===== config.mk =====
export PLATFORM = sky130hd
export DESIGN_NAME = sobel_frame_ctrl
export DESIGN_NICKNAME = d
export VERILOG_FILES = /design/src/rtl/sobel_frame_ctrl.sv
export SDC_FILE = /design/constraint.sdc
export NUM_CORES = 1
export LEC_CHECK = 0
export CAP_MARGIN = 15
export CORE_UTILIZATION = 60
export CTS_CLUSTER_SIZE = 20
export DETAILED_ROUTE_END_ITERATION = 12
export GPL_TIMING_DRIVEN = 0
export PLACE_DENSITY = 0.82
export SLEW_MARGIN = 20
export SYNTH_ARGS = -nofsm -noshare
export SYNTH_HDL_FRONTEND = slang
export SYNTH_SLANG_ARGS = --single-unit
export TNS_END_PERCENT = 30

===== constraint.sdc =====
create_clock -name clk -period 8.7 [get_ports clk]
set_input_delay 2.61 -clock clk [delete_from_list [all_inputs] [get_ports clk]]
set_output_delay 2.61 -clock clk [all_outputs]
set_load 0.03 [all_outputs]

===== src/rtl/sobel_frame_ctrl.sv =====
// sobel_frame_ctrl: frame sequencer for the 3x3 Sobel chain (ROM addressing, shift strobes, window start, output tags)
// Ports:
//   clk, rst_n (sync, active-low), start, out_ready  -> control inputs
//   rom_en, rom_addr                                  -> raster-order ROM read
//   sr_shift, conv_start, pipe_en                     -> shift register / conv control
//   out_valid, out_x, out_y                           -> tagged conv output, held under backpressure
//   busy, done                                        -> frame status
module sobel_frame_ctrl #(
    parameter int IMG_W    = 32,
    parameter int IMG_H    = 32,
    parameter int ADDR_W   = 10,
    parameter int ROM_LAT  = 1,
    parameter int CONV_LAT = 2
) (
    input  logic              clk,
    input  logic              rst_n,
    input  logic              start,
    input  logic              out_ready,
    output logic              rom_en,
    output logic [ADDR_W-1:0] rom_addr,
    output logic              sr_shift,
    output logic              conv_start,
    output logic              pipe_en,
    output logic              out_valid,
    output logic [ADDR_W-1:0] out_x,
    output logic [ADDR_W-1:0] out_y,
    output logic              busy,
    output logic              done
);
    typedef enum logic [1:0] {IDLE, FETCH, DRAIN, FIN} state_t;

    localparam logic [ADDR_W-1:0] LAST = ADDR_W'(IMG_W * IMG_H - 1);
    localparam logic [ADDR_W-1:0] XMAX = ADDR_W'(IMG_W - 1);
    localparam logic [ADDR_W-1:0] YMAX = ADDR_W'(IMG_H - 1);
    localparam logic [ADDR_W-1:0] TWO  = ADDR_W'(2);

    state_t state, state_nx;
    logic adv, in_flight;
    logic [ADDR_W-1:0] x, y;
    logic              t_v [ROM_LAT];
    logic [ADDR_W-1:0] t_x [ROM_LAT];
    logic [ADDR_W-1:0] t_y [ROM_LAT];
    logic              c_v;
    logic [ADDR_W-1:0] c_x, c_y;
    logic              d_v [CONV_LAT];
    logic [ADDR_W-1:0] d_x [CONV_LAT];
    logic [ADDR_W-1:0] d_y [CONV_LAT];

    // the whole chain stalls only while an offered result is refused
    assign adv        = !(out_valid && !out_ready);
    assign pipe_en    = adv && rst_n;
    assign sr_shift   = t_v[ROM_LAT-1] && adv;
    assign conv_start = c_v && adv;
    assign out_valid  = d_v[CONV_LAT-1];
    assign out_x      = d_x[CONV_LAT-1];
    assign out_y      = d_y[CONV_LAT-1];

    // any token still behind the output stage blocks frame completion
    always_comb begin
        in_flight = c_v;
        for (int i = 0; i < ROM_LAT; i++) in_flight = in_flight | t_v[i];
        for (int i = 0; i < CONV_LAT - 1; i++) in_flight = in_flight | d_v[i];
    end

    always_comb begin
        state_nx = state;
        rom_en   = 1'b0;
        busy     = 1'b0;
        done     = 1'b0;
        case (state)
            IDLE:  state_nx = start ? FETCH : IDLE;
            FETCH: begin
                rom_en = adv;
                busy   = 1'b1;
                if (adv && rom_addr == LAST) state_nx = DRAIN;
            end
            DRAIN: begin
                busy = 1'b1;
                if (out_valid && out_ready && !in_flight) state_nx = FIN;
            end
            FIN: begin
                done     = 1'b1;
                state_nx = IDLE;
            end
        endcase
    end

    always_ff @(posedge clk) begin
        if (!rst_n) state <= IDLE;
        else state <= state_nx;
    end

    always_ff @(posedge clk) begin
        if (!rst_n) begin
            rom_addr <= '0;
            x        <= '0;
            y        <= '0;
            c_v      <= 1'b0;
            c_x      <= '0;
            c_y      <= '0;
            for (int i = 0; i < ROM_LAT; i++) begin
                t_v[i] <= 1'b0;
                t_x[i] <= '0;
                t_y[i] <= '0;
            end
            for (int i = 0; i < CONV_LAT; i++) begin
                d_v[i] <= 1'b0;
                d_x[i] <= '0;
                d_y[i] <= '0;
            end
        end else if (adv) begin
            if (rom_en) begin
                rom_addr <= rom_addr == LAST ? '0 : rom_addr + 1'b1;
                x        <= x == XMAX ? '0 : x + 1'b1;
                y        <= x == XMAX ? (y == YMAX ? '0 : y + 1'b1) : y;
            end
            t_v[0] <= rom_en;
            t_x[0] <= x;
            t_y[0] <= y;
            for (int i = 1; i < ROM_LAT; i++) begin
                t_v[i] <= t_v[i-1];
                t_x[i] <= t_x[i-1];
                t_y[i] <= t_y[i-1];
            end
            // window is full only once two prior rows and columns exist; row-wrap windows drop out here
            c_v    <= t_v[ROM_LAT-1] && t_x[ROM_LAT-1] >= TWO && t_y[ROM_LAT-1] >= TWO;
            c_x    <= t_x[ROM_LAT-1];
            c_y    <= t_y[ROM_LAT-1];
            d_v[0] <= c_v;
            d_x[0] <= c_x - 1'b1;
            d_y[0] <= c_y - 1'b1;
            for (int i = 1; i < CONV_LAT; i++) begin
                d_v[i] <= d_v[i-1];
                d_x[i] <= d_x[i-1];
                d_y[i] <= d_y[i-1];
            end
        end
    end
endmodule


=== Yosys cells after proc, flatten, opt, wreduce, memory -nomap -nowiden ===
Memories as Yosys holds them, arrays and structs flattened.
Cells that the tools add are included.

* Flip-flop bits (word level): 53
* RAM bits: 63
* Memories: 6
* Output and inout port bits: 37

* Bitwise logic cells: 9
* Reductions and logical operators: 20
* $add $sub $neg: 5
* Equality and inequality tests: 8
* Multiplexer cells: 26
* Magnitude comparators: 2

{| class="wikitable"
|+ Memory list
! name !! words !! width !! rd ports !! clocked after memory_dff !! wr ports !! RTL line !! text
|-
| d_x || 2 || 10 || 2 || 0 || 2 || 46 || <nowiki>logic [ADDR_W-1:0] d_x [CONV_LAT];</nowiki>
|-
| d_y || 2 || 10 || 2 || 0 || 2 || 47 || <nowiki>logic [ADDR_W-1:0] d_y [CONV_LAT];</nowiki>
|-
| t_x || 1 || 10 || 1 || 0 || 1 || 41 || <nowiki>logic [ADDR_W-1:0] t_x [ROM_LAT];</nowiki>
|-
| t_y || 1 || 10 || 1 || 0 || 1 || 42 || <nowiki>logic [ADDR_W-1:0] t_y [ROM_LAT];</nowiki>
|-
| d_v || 2 || 1 || 2 || 0 || 2 || 45 || <nowiki>logic d_v [CONV_LAT];</nowiki>
|-
| t_v || 1 || 1 || 1 || 0 || 1 || 40 || <nowiki>logic t_v [ROM_LAT];</nowiki>
|}

{| class="wikitable"
|+ Operator list
! kind !! count
|-
| 10-bit two-way mux || 9
|-
| 10-bit by 1-bit adder with 10-bit output (second input constant) || 3
|-
| 10-bit by 5-bit equality test with 1-bit output (second input constant) || 2
|-
| 10-bit by 2-bit >= comparator with 1-bit output (second input constant) || 2
|-
| 10-bit OR reduction || 2
|-
| 10-bit by 1-bit subtractor with 10-bit output (second input constant) || 2
|-
| 1-bit two-way mux || 14
|-
| 10-bit equality test (second input constant) || 1
|-
| 1-bit logical AND || 9
|-
| 1-bit OR || 8
|-
| 2-bit one-hot mux with 4 select lines || 1
|-
| 2-bit equality test (second input constant) || 2
|-
| 2-bit two-way mux || 2
|-
| 2-bit inequality test (second input constant) || 2
|-
| 2-bit AND reduction || 2
|-
| 1-bit logical NOT || 3
|-
| 3-bit AND reduction || 1
|-
| 2-bit by 1-bit equality test with 1-bit output (second input constant) || 1
|-
| 2-bit logical NOT || 1
|-
| 2-bit OR reduction || 1
|-
| 1-bit inverter || 1
|-
| 1-bit OR reduction || 1
|}

=== Logic depth before layout (Yosys ltp) ===
Gate-level depths: netlist of run 1.

* Depth after elaboration: 7
* Gate-level depth with buffers: 8
* Gate-level depth less buffers: 6

=== Worst setup path before layout of run 1 ===
No wires, ideal clock.

* Kind: in2out
* Start point: input port out_ready
* End point: output port conv_start
* Required time: 6090 ps
* Path slack: 2337 ps
* Cell stages on the path: 5
* Arrival time: 3753 ps
* Buffers on the path: 3
* Path through: nand2b_1 > buf_2 > clkbuf_1 > clkbuf_1 > and2_1

* Word-level cells in the longest chain between the ends: 4

{| class="wikitable"
|+ RTL lines
! item !! RTL line !! text
|-
| start, declared || 18 || <nowiki>input logic out_ready,</nowiki>
|-
| 1-bit logical NOT || 50 || <nowiki>assign adv = !(out_valid && !out_ready);</nowiki>
|-
| 1-bit logical AND || 50 ||
|-
| 1-bit logical NOT || 50 ||
|-
| 1-bit logical AND || 53 || <nowiki>assign conv_start = c_v && adv;</nowiki>
|-
| end, declared || 22 || <nowiki>output logic conv_start,</nowiki>
|}

No other way between the ends.

=== Worst setup path in the final report of run 1 ===
* Start point: input port out_ready
* End point: output port sr_shift

* Word-level cells in the longest chain between the ends: 4

{| class="wikitable"
|+ RTL lines
! item !! RTL line !! text
|-
| 1-bit logical NOT || 50 ||
|-
| 1-bit logical AND || 50 ||
|-
| 1-bit logical NOT || 50 ||
|-
| 1-bit logical AND || 52 || <nowiki>assign sr_shift = t_v[ROM_LAT-1] && adv;</nowiki>
|-
| end, declared || 21 || <nowiki>output logic sr_shift,</nowiki>
|}

No other way between the ends.

==> reports/results.ini, run 1 <==
[outcome]
status=completed

[logic_synthesis]
synth_commonest_cells=edfxtp_1 (63), nand2_1 (60), dfxtp_1 (53)
yosysTopAreaCell=edfxtp_1
synth_top_area_frac=0.3645
ys_seq_elements=116
yosysMostFrequentCell=edfxtp_1
ys_warn_count=0
ys_async_sr_fraction=0
synthFlopType=edfxtp_1
yosysSeqAreaShare=0.5689
yosysUniqueCellTypes=41
avgSynthCellArea_um2=10.26
synth_area_leaders=edfxtp_1 (36%), dfxtp_1 (20%), and3_1 (5.3%), nand2_1 (4.3%), a21oi_1 (3.7%)
synth.net_count=519
synth_area_um2=5190
synth_cells=506
synth_edf_count=63

[cells_and_area]
drive_gt1_frac=0.1040
syn2layout_area_growth_pct=22.30
antenna-diode-count=0
fin_nets=577
stdcell_count=682

[routing]
wl_um=11180
drt-pass1-iter-count=5
viasPerCell=5.802
drc=0
drtIter0Drc=191
ant_nets=0
vias=3957
wl_per_cell_um=16.39

[global_route]
grt_max_degree=64
antenna_found_initial=0
overflow=0
grt_pass1_vias=3693
grt_pass1_wl_um=17870
grt_use_total=0.2687

[worst_hold_path]
hold_end=c_x[8]
hold_depth=2
hp-start=c_x[8]
hp-class=register to register

[clock_network]
numCtsBuffers=17
cts_setup_buffers=0
cts-resized-gates=0
clk_pin_slew_worst_paths_ns=0.06
cts_tree=built
cts_max_path_buffers=2
holdBufCountCts=0
cts_sinks=116
h-tree-depth=4
cts-root-buf=clkbuf_8
insertion_delay_ns=0.51

[power_and_ir_drop]
p_per_area_nw_per_um2=242.7
combPwrFrac=0.117
p_seq_frac=0.404
switching_share=0.2393
p_int_uw=1172
ir_worst_vdd_v=0.0001773
p_sw_uw=368.6
clock_power_share=0.479
power_leakage_uw=0.002525

[timing]
finalSetupTns_ns=0
skew_ns=0.005388
slew_headroom=0.4662
maxSlewViolCount=0
hold_viol=0
fmax_ghz=0.1279
period_needed_ns=7.817
timing.final.crit_share=0.8985
finalSetupViolCount=0
rsz0062_at_grt=no
max_slew.worst_pin.slew_ns=0.8007

[place]
hpwl_um=7163
io_buffers=39
dpl.cell_count=650
gp_congestion=0.9380

[worst_setup_path]
crit_path_end_kind=output pin
worstPathRequired_ns=6.09
rr_worst_depth=8
setup.worst_path.start=out_ready
cp_max_fo=10
worstReg2RegEnd=x[3]
crit_type=primary input to output pin
startpoint_type=primary input
regToRegSetupSlack_ns=6.45
timing.rr.start=state[1]
crit_arrival_ns=5.21

[die]
initial_utilization=0.6254
dieHeight_um=95.01
ios=41
die_x_um=95.01
core-area_um2=8299
die_area_um2=9026
row_count=33

[run]
max_cap_viol_count=0

==> metal layers <==
layer  global-route usage  part of all wire  vias to the layer above
li1                     -                 -                     1906
met1               0.3186              0.40                     1894
met2               0.4616              0.52                      136
met3              0.06361             0.057                       21
met4               0.1212             0.021                        0
met5                    0                 0                        -
==> cell families (layout without fill, tap and decap cells) <==
kind of cell,count (synthesis),after routing,synth area share
AO/OA/AOI/OAI,64,64,0.07281
multiplexers,3,3,0.005786
flip-flops,116,116,0.5689
buffers and inverters,64,135,0.06292
adder cells (fa/ha/maj),9,9,0.02170
XOR/XNOR,25,25,0.04219
AND/OR/NAND/NOR,225,225,0.2257
==> cells in the final DEF, fill, tap and decap left out, types with 2 or more instances in the layout <==
master	n
ha_1	9
and3_1	44
nor3_1	8
buf_1	3
nand2_1	59
bufinv_16	5
clkdlybuf4s50_1	39
xnor2_1	18
clkbuf_1	20
mux2i_1	3
a21oi_1	38
nor4b_1	2
buf_4	20
o21ai_0	11
nand4_1	13
o21ai_1	2
clkinvlp_4	5
nor2_1	39
o31ai_1	5
nand3_1	12
or4_1	7
xor2_1	7
clkbuf_16	16
clkinv_2	2
buf_2	3
dfxtp_1	53
or3_1	12
inv_1	18
nand2b_1	3
nor4_1	13
edfxtp_1	63
and2_1	6
o41a_1	2
==> registers in the layout, indices dropped and copies added (netlist names) <==
name / cells
c_v: 1
d_v: 2
d_y: 20
t_v: 1
t_x: 10
state: 2
x: 10
t_y: 10
c_y: 10
c_x: 10
rom_addr: 10
y: 10
d_x: 20
==> worst max-delay path, stage by stage <==
cell	delay, ns
clkdlybuf4s50_1	0.53
nand2b_1	0.14
buf_2	0.24
clkbuf_1	0.38
clkbuf_1	0.43
and2_1	0.20
clkdlybuf4s50_1	0.66
==> worst max path at each step <==
stage,end,slack (ns)
after floorplan,conv_start,2.34
after detailed placement,sr_shift,0.96
final,sr_shift,0.88
after global placement,conv_start,0.98
after CTS,sr_shift,0.88
after global routing,sr_shift,0.77
==> area by class of cell <==
type                            instances  area [um^2]
Clock buffer                           18        417.9
Fill cell                             551         1952
Buffer                                 46        259.0
Inverter                               18        67.56
Timing Repair Buffer                   39        390.4
Multi-Input combinational cell        326         1918
Clock inverter                         14        210.2
Tap cell                              105        131.4
Sequential cell                       116         2953
==> power by group through the flow <==
stage / clock network (uW) / logic, uW / registers [uW]
detailed placement: 0 / 178 / 634
finish: 737 / 180 / 623
global route: 764 / 195 / 626
global placement: 0 / 173 / 631
floorplan: 0 / 121 / 633
CTS: 737 / 181 / 623
==> per-stage QoR <==
| step | hold slack (ns) | power, uW | utilization | cell area, um^2 | setup WS (ns) |
|---|---|---|---|---|---|
| CTS | 0.4877 | 1541 | 0.7648 | 6347 | 0.8752 |
| floorplan | 0.4444 | 753.6 | - | 5190 | 2.337 |
| finish | 0.4901 | 1541 | 0.7648 | 6347 | 0.8829 |
| global route | 0.4938 | 1586 | 0.7648 | 6347 | 0.7656 |
| global placement | 0.4567 | 804.0 | 0.6882 | 5712 | 0.9847 |
| detailed placement | 0.4629 | 811.7 | 0.6891 | 5719 | 0.9610 |
Power figures use the tool's default switching activity.
==> run 2, diff against run 1 <==
Settings changed: CORE_ASPECT_RATIO set to 1.75.
==> reports/results.ini, run 2 (same netlist as run 1, synthesis figures left out) <==
[routing]
drtIter0Drc=154
drc=0
vias=3988
wl_um=11590
drt-pass1-iter-count=4
wl_per_cell_um=16.75
ant_nets=0
viasPerCell=5.763

[timing]
holdWs_ns=0.4704
fin_ws_ns=0.9134
max_slew.worst_pin.slew_ns=0.7839
timing.final.crit_share=0.8950
skew_ns=0.008236
period_needed_ns=7.787
slew_headroom=0.4774
hold_viol=0
finalSetupViolCount=0
finalSetupTns_ns=0
maxSlewViolCount=0
rsz0062_at_grt=no
fmax_ghz=0.1284

[die]
ios=41
die_x_um=72.31
die_area_um2=9041
initial_utilization=0.6202
core-area_um2=8368
row_count=44
dieHeight_um=125.0

[worst_setup_path]
regToRegSetupSlack_ns=6.41
crit_type=primary input to output pin
cp_max_fo=10
crit_arrival_ns=5.18
critPathMaxStageDelay_ns=0.67
rr_worst_depth=8
crit_path_end_kind=output pin
timing.rr.start=state[1]
path_cells=clkdlybuf4s50_1 > nand2b_1 > buf_2 > clkbuf_1 > clkbuf_1 > and2_1 > clkdlybuf4s50_1
crit_path_top_delay_cell=clkdlybuf4s50_1
worstPathRequired_ns=6.09
startpoint_type=primary input
worstReg2RegEnd=x[7]

[clock_network]
cts_max_path_buffers=2
cts_setup_buffers=0
cts_sinks=116
numCtsBuffers=17
cts-resized-gates=0
h-tree-depth=4
clk_pin_slew_worst_paths_ns=0.05
cts-root-buf=clkbuf_16
holdBufCountCts=0
cts_tree=built
insertion_delay_ns=0.42

[place]
dpl_cell_area_um2=5732
io_buffers=39
hpwl_um=7631
pre_cts_slack_ns=0.9660
gp_congestion=0.8961

[worst_hold_path]
hold_depth=2
hp-class=register to register
hold_end=c_x[9]
hp-start=c_x[9]

[cells_and_area]
final_common_cell=edfxtp_1
fin_area_um2=6250
mostFrequentLayoutCells=edfxtp_1 (63), nand2_1 (59), dfxtp_1 (53)
top_regs=d_x x20, d_y x20
syn2layout_area_growth_pct=20.42
fin_nets=577
antenna-diode-count=0
drive_gt1_frac=0.09532

[power_and_ir_drop]
p_per_area_nw_per_um2=226.3
ir_worst_vdd_v=0.0001456
power_leakage_uw=0.002494

[global_route]
antenna_found_initial=0
grt_max_degree=64
grt_pass1_vias=4059
grt_use_total=0.2744
grt_pass1_wl_um=18480
overflow=0

[outcome]
status=completed

[run]
max_cap_viol_count=0

==> run 2: cell count changes in the layout (fill, tap and decap cells not counted), sizes merged <==
cell,before,now
bufinv,5,0
clkbuf,37,45
clkinv,4,6
clkinvlp,5,0
==> run 2: how the worst max path moves through the flow <==
stage	from	to	cells past startpoint
after global routing	out_ready	sr_shift	7
final	out_ready	sr_shift	7
after CTS	out_ready	sr_shift	7
after detailed placement	out_ready	sr_shift	7
after global placement	out_ready	sr_shift	7
after floorplan	out_ready	conv_start	5
==> run 2: layout make-up <==
type | count | area (um^2)
sequential | 116 | 2953
fill | 604 | 2118
multi-input combinational | 326 | 1918
clock buffer | 26 | 489.2
timing repair buffer | 39 | 390.4
buffer | 46 | 259.0
tap | 115 | 143.9
inverter | 18 | 67.56
clock inverter | 6 | 28.78
==> run 2: where the power goes <==
| part | switching, uW | total, uW | internal [uW] |
|---|---|---|---|
| combinational | 105 | 181 | 75.5 |
| sequential | 18.1 | 624 | 606 |
| clock | 228 | 610 | 382 |
==> run 2: critical path, delay by kind of cell <==
kind          cells  cell delay [ns]
buf+inv           5             2.21
simple gates      2             0.34
==> run 2: stage by stage <==
stage          cells  power, uW  utilization
6_report         692       1415       0.7469
5_1_grt          692       1465       0.7469
4_1_cts          692       1418       0.7469
3_5_place_dp     660      812.1       0.6850
3_3_place_gp     660      805.6       0.6841
2_1_floorplan    506      753.6            -
==> run 2: metal layers <==
layer / wire length, um / track usage
met1: 3963 / 0.2459
met2: 6520 / 0.5041
met3: 507 / 0.08622
met4: 601 / 0.1765
met5: 0 / 0
==> RTL change: new RTL, settings of run 2 <==
Set the parameter `ADDR_W` to 9 (it was 10).
--- a/src/rtl/sobel_frame_ctrl.sv
+++ b/src/rtl/sobel_frame_ctrl.sv
@@ -9,5 +9,5 @@
     parameter int IMG_W    = 32,
     parameter int IMG_H    = 32,
-    parameter int ADDR_W   = 10,
+    parameter int ADDR_W   = 9,
     parameter int ROM_LAT  = 1,
     parameter int CONV_LAT = 2
Interface: changed (resized out_x, out_y and rom_addr); port bits go from 41 to 38. No check against the original RTL was run, so the function may have changed too.
==> RTL change against run 2 <==
Area after synthesis decreased by 11%. Combinational power down 15%. Setup slack got worse by 0.054 ns. Sequential cell count is 11 lower. Routed wire length fell by 20%. Power fell by 24%. Design area shrank 15%. Fmax shrank 0.69%. Via count decreased by 17%. Largest power group unchanged. Highest routed layer unchanged.
==> RTL change: results (changes against run 2) <==
Nets=505 (was 577); drt initial violations=299 (was 154); Mapped Nets=457 (was 519); Endpoint, Worst Hold=c_y[8]$_SDFFE_PN0N_ (was c_x[9]$_SDFFE_PN0N_); Max VDD drop=0.143 mV (was 0.146 mV); CTS buffer count=9 (was 17); FF-to-FF Start=y[8]$_SDFFE_PN0P_ (was state[1]$_SDFFE_PN0P_); Hold Startpoint=c_y[8]$_SDFFE_PN0N_ (was c_x[9]$_SDFFE_PN0N_); H-tree depth=3 (was 4); Routed WL=9320 um (was 11,600 um); global-route wire length before repair=14,900 um (was 18,500 um); Cell variety after synth=38 (was 41); clk_lat worst skew=0.35 ns (was 0.42 ns); global-route met1 utilization=0.260 (was 0.246); Max Freq=0.128 GHz (about the same); GP Congestion=0.900 (was 0.896); number of synthesized flops with an enable pin=57 (was 63); dpl cell area=5080 um2 (was 5730 um2); actual slew at the worst max-slew pin=0.762 ns (was 0.784 ns); met3 Usage GRT=0.0436 (was 0.0862); Synth top area share=0.373 (was 0.365); Setup crit end=pipe_en (was sr_shift); Sw Pwr=0.000267 W (was 0.000351 W); Leakage=2.17 nW (was 2.49 nW); clock skew=0.00526 ns (was 0.00824 ns); Logic power comb=0.000154 W (was 0.000181 W); R2R cell count=4 (was 8); reg-to-reg endpoint=y[3]$_SDFFE_PN0P_ (was x[7]$_SDFFE_PN0P_); largest cells by area after synthesis=edfxtp_1 (37%), dfxtp_1 (21%), and3_1 (5.6%) (was edfxtp_1 (36%), dfxtp_1 (20%), and3_1 (5.3%)); detailed placer's ending HPWL=6840 um (was 7630 um); vias per cell=5.67 (was 5.76); Post-Synthesis Cells=443 (was 506); met2 Track Usage GR=0.452 (was 0.504); Worst EP arrival=5.23 ns (was 5.18 ns); GRT Total Usage=0.258 (was 0.274); total number of vias=3,298 (was 3,988); outcome=finished, final reports clean (unchanged); biggest registers after layout=d_x: 18 flops, d_y: 18 flops (was d_x: 20 flops, d_y: 20 flops); Fin Hold WS=0.478 ns (was 0.470 ns); placed cell count=566 (was 660); I/O Buffers=37 (was 39); R2R Setup Slk=6.54 ns (was 6.41 ns); FILL cells=522 (was 604); PD cells=202 nW/um2 (was 226 nW/um2); worst slack at placement=0.870 ns (was 0.966 ns); met1 WL=3260 um (was 3960 um)
[RTL change: cell types whose count changed in the layout (fill, tap and decap cells not counted), moves of 6 or more]
cell	run 2	this run
clkbuf_16	17	9
a21oi_1	38	32
edfxtp_1	63	57
nand4_1	13	7
xor2_1	7	13
or3_1	12	5
o21ai_0	11	4
nor3_1	8	2
[RTL change: area by class of cell]
class                   instances  area, um2  share of cell area
flip-flops and latches        105       2670               0.501
multi-input cells             283       1650               0.310
repair buffers                 37        370              0.0695
clock buffers                  15        248              0.0465
plain buffers                  40        219              0.0411
well taps                      86        108              0.0202
inverters                      15       56.3              0.0106
clock inverters                 1       5.00            0.000939
[RTL change: kinds of logic after synthesis]
| group | synth area share |
|---|---|
| simple gates | 0.216 |
| flops | 0.582 |
| buf+inv | 0.0599 |
| compound gates | 0.0591 |
| xor+xnor | 0.0515 |
| fa+ha+maj | 0.0272 |
| mux | 0.00436 |
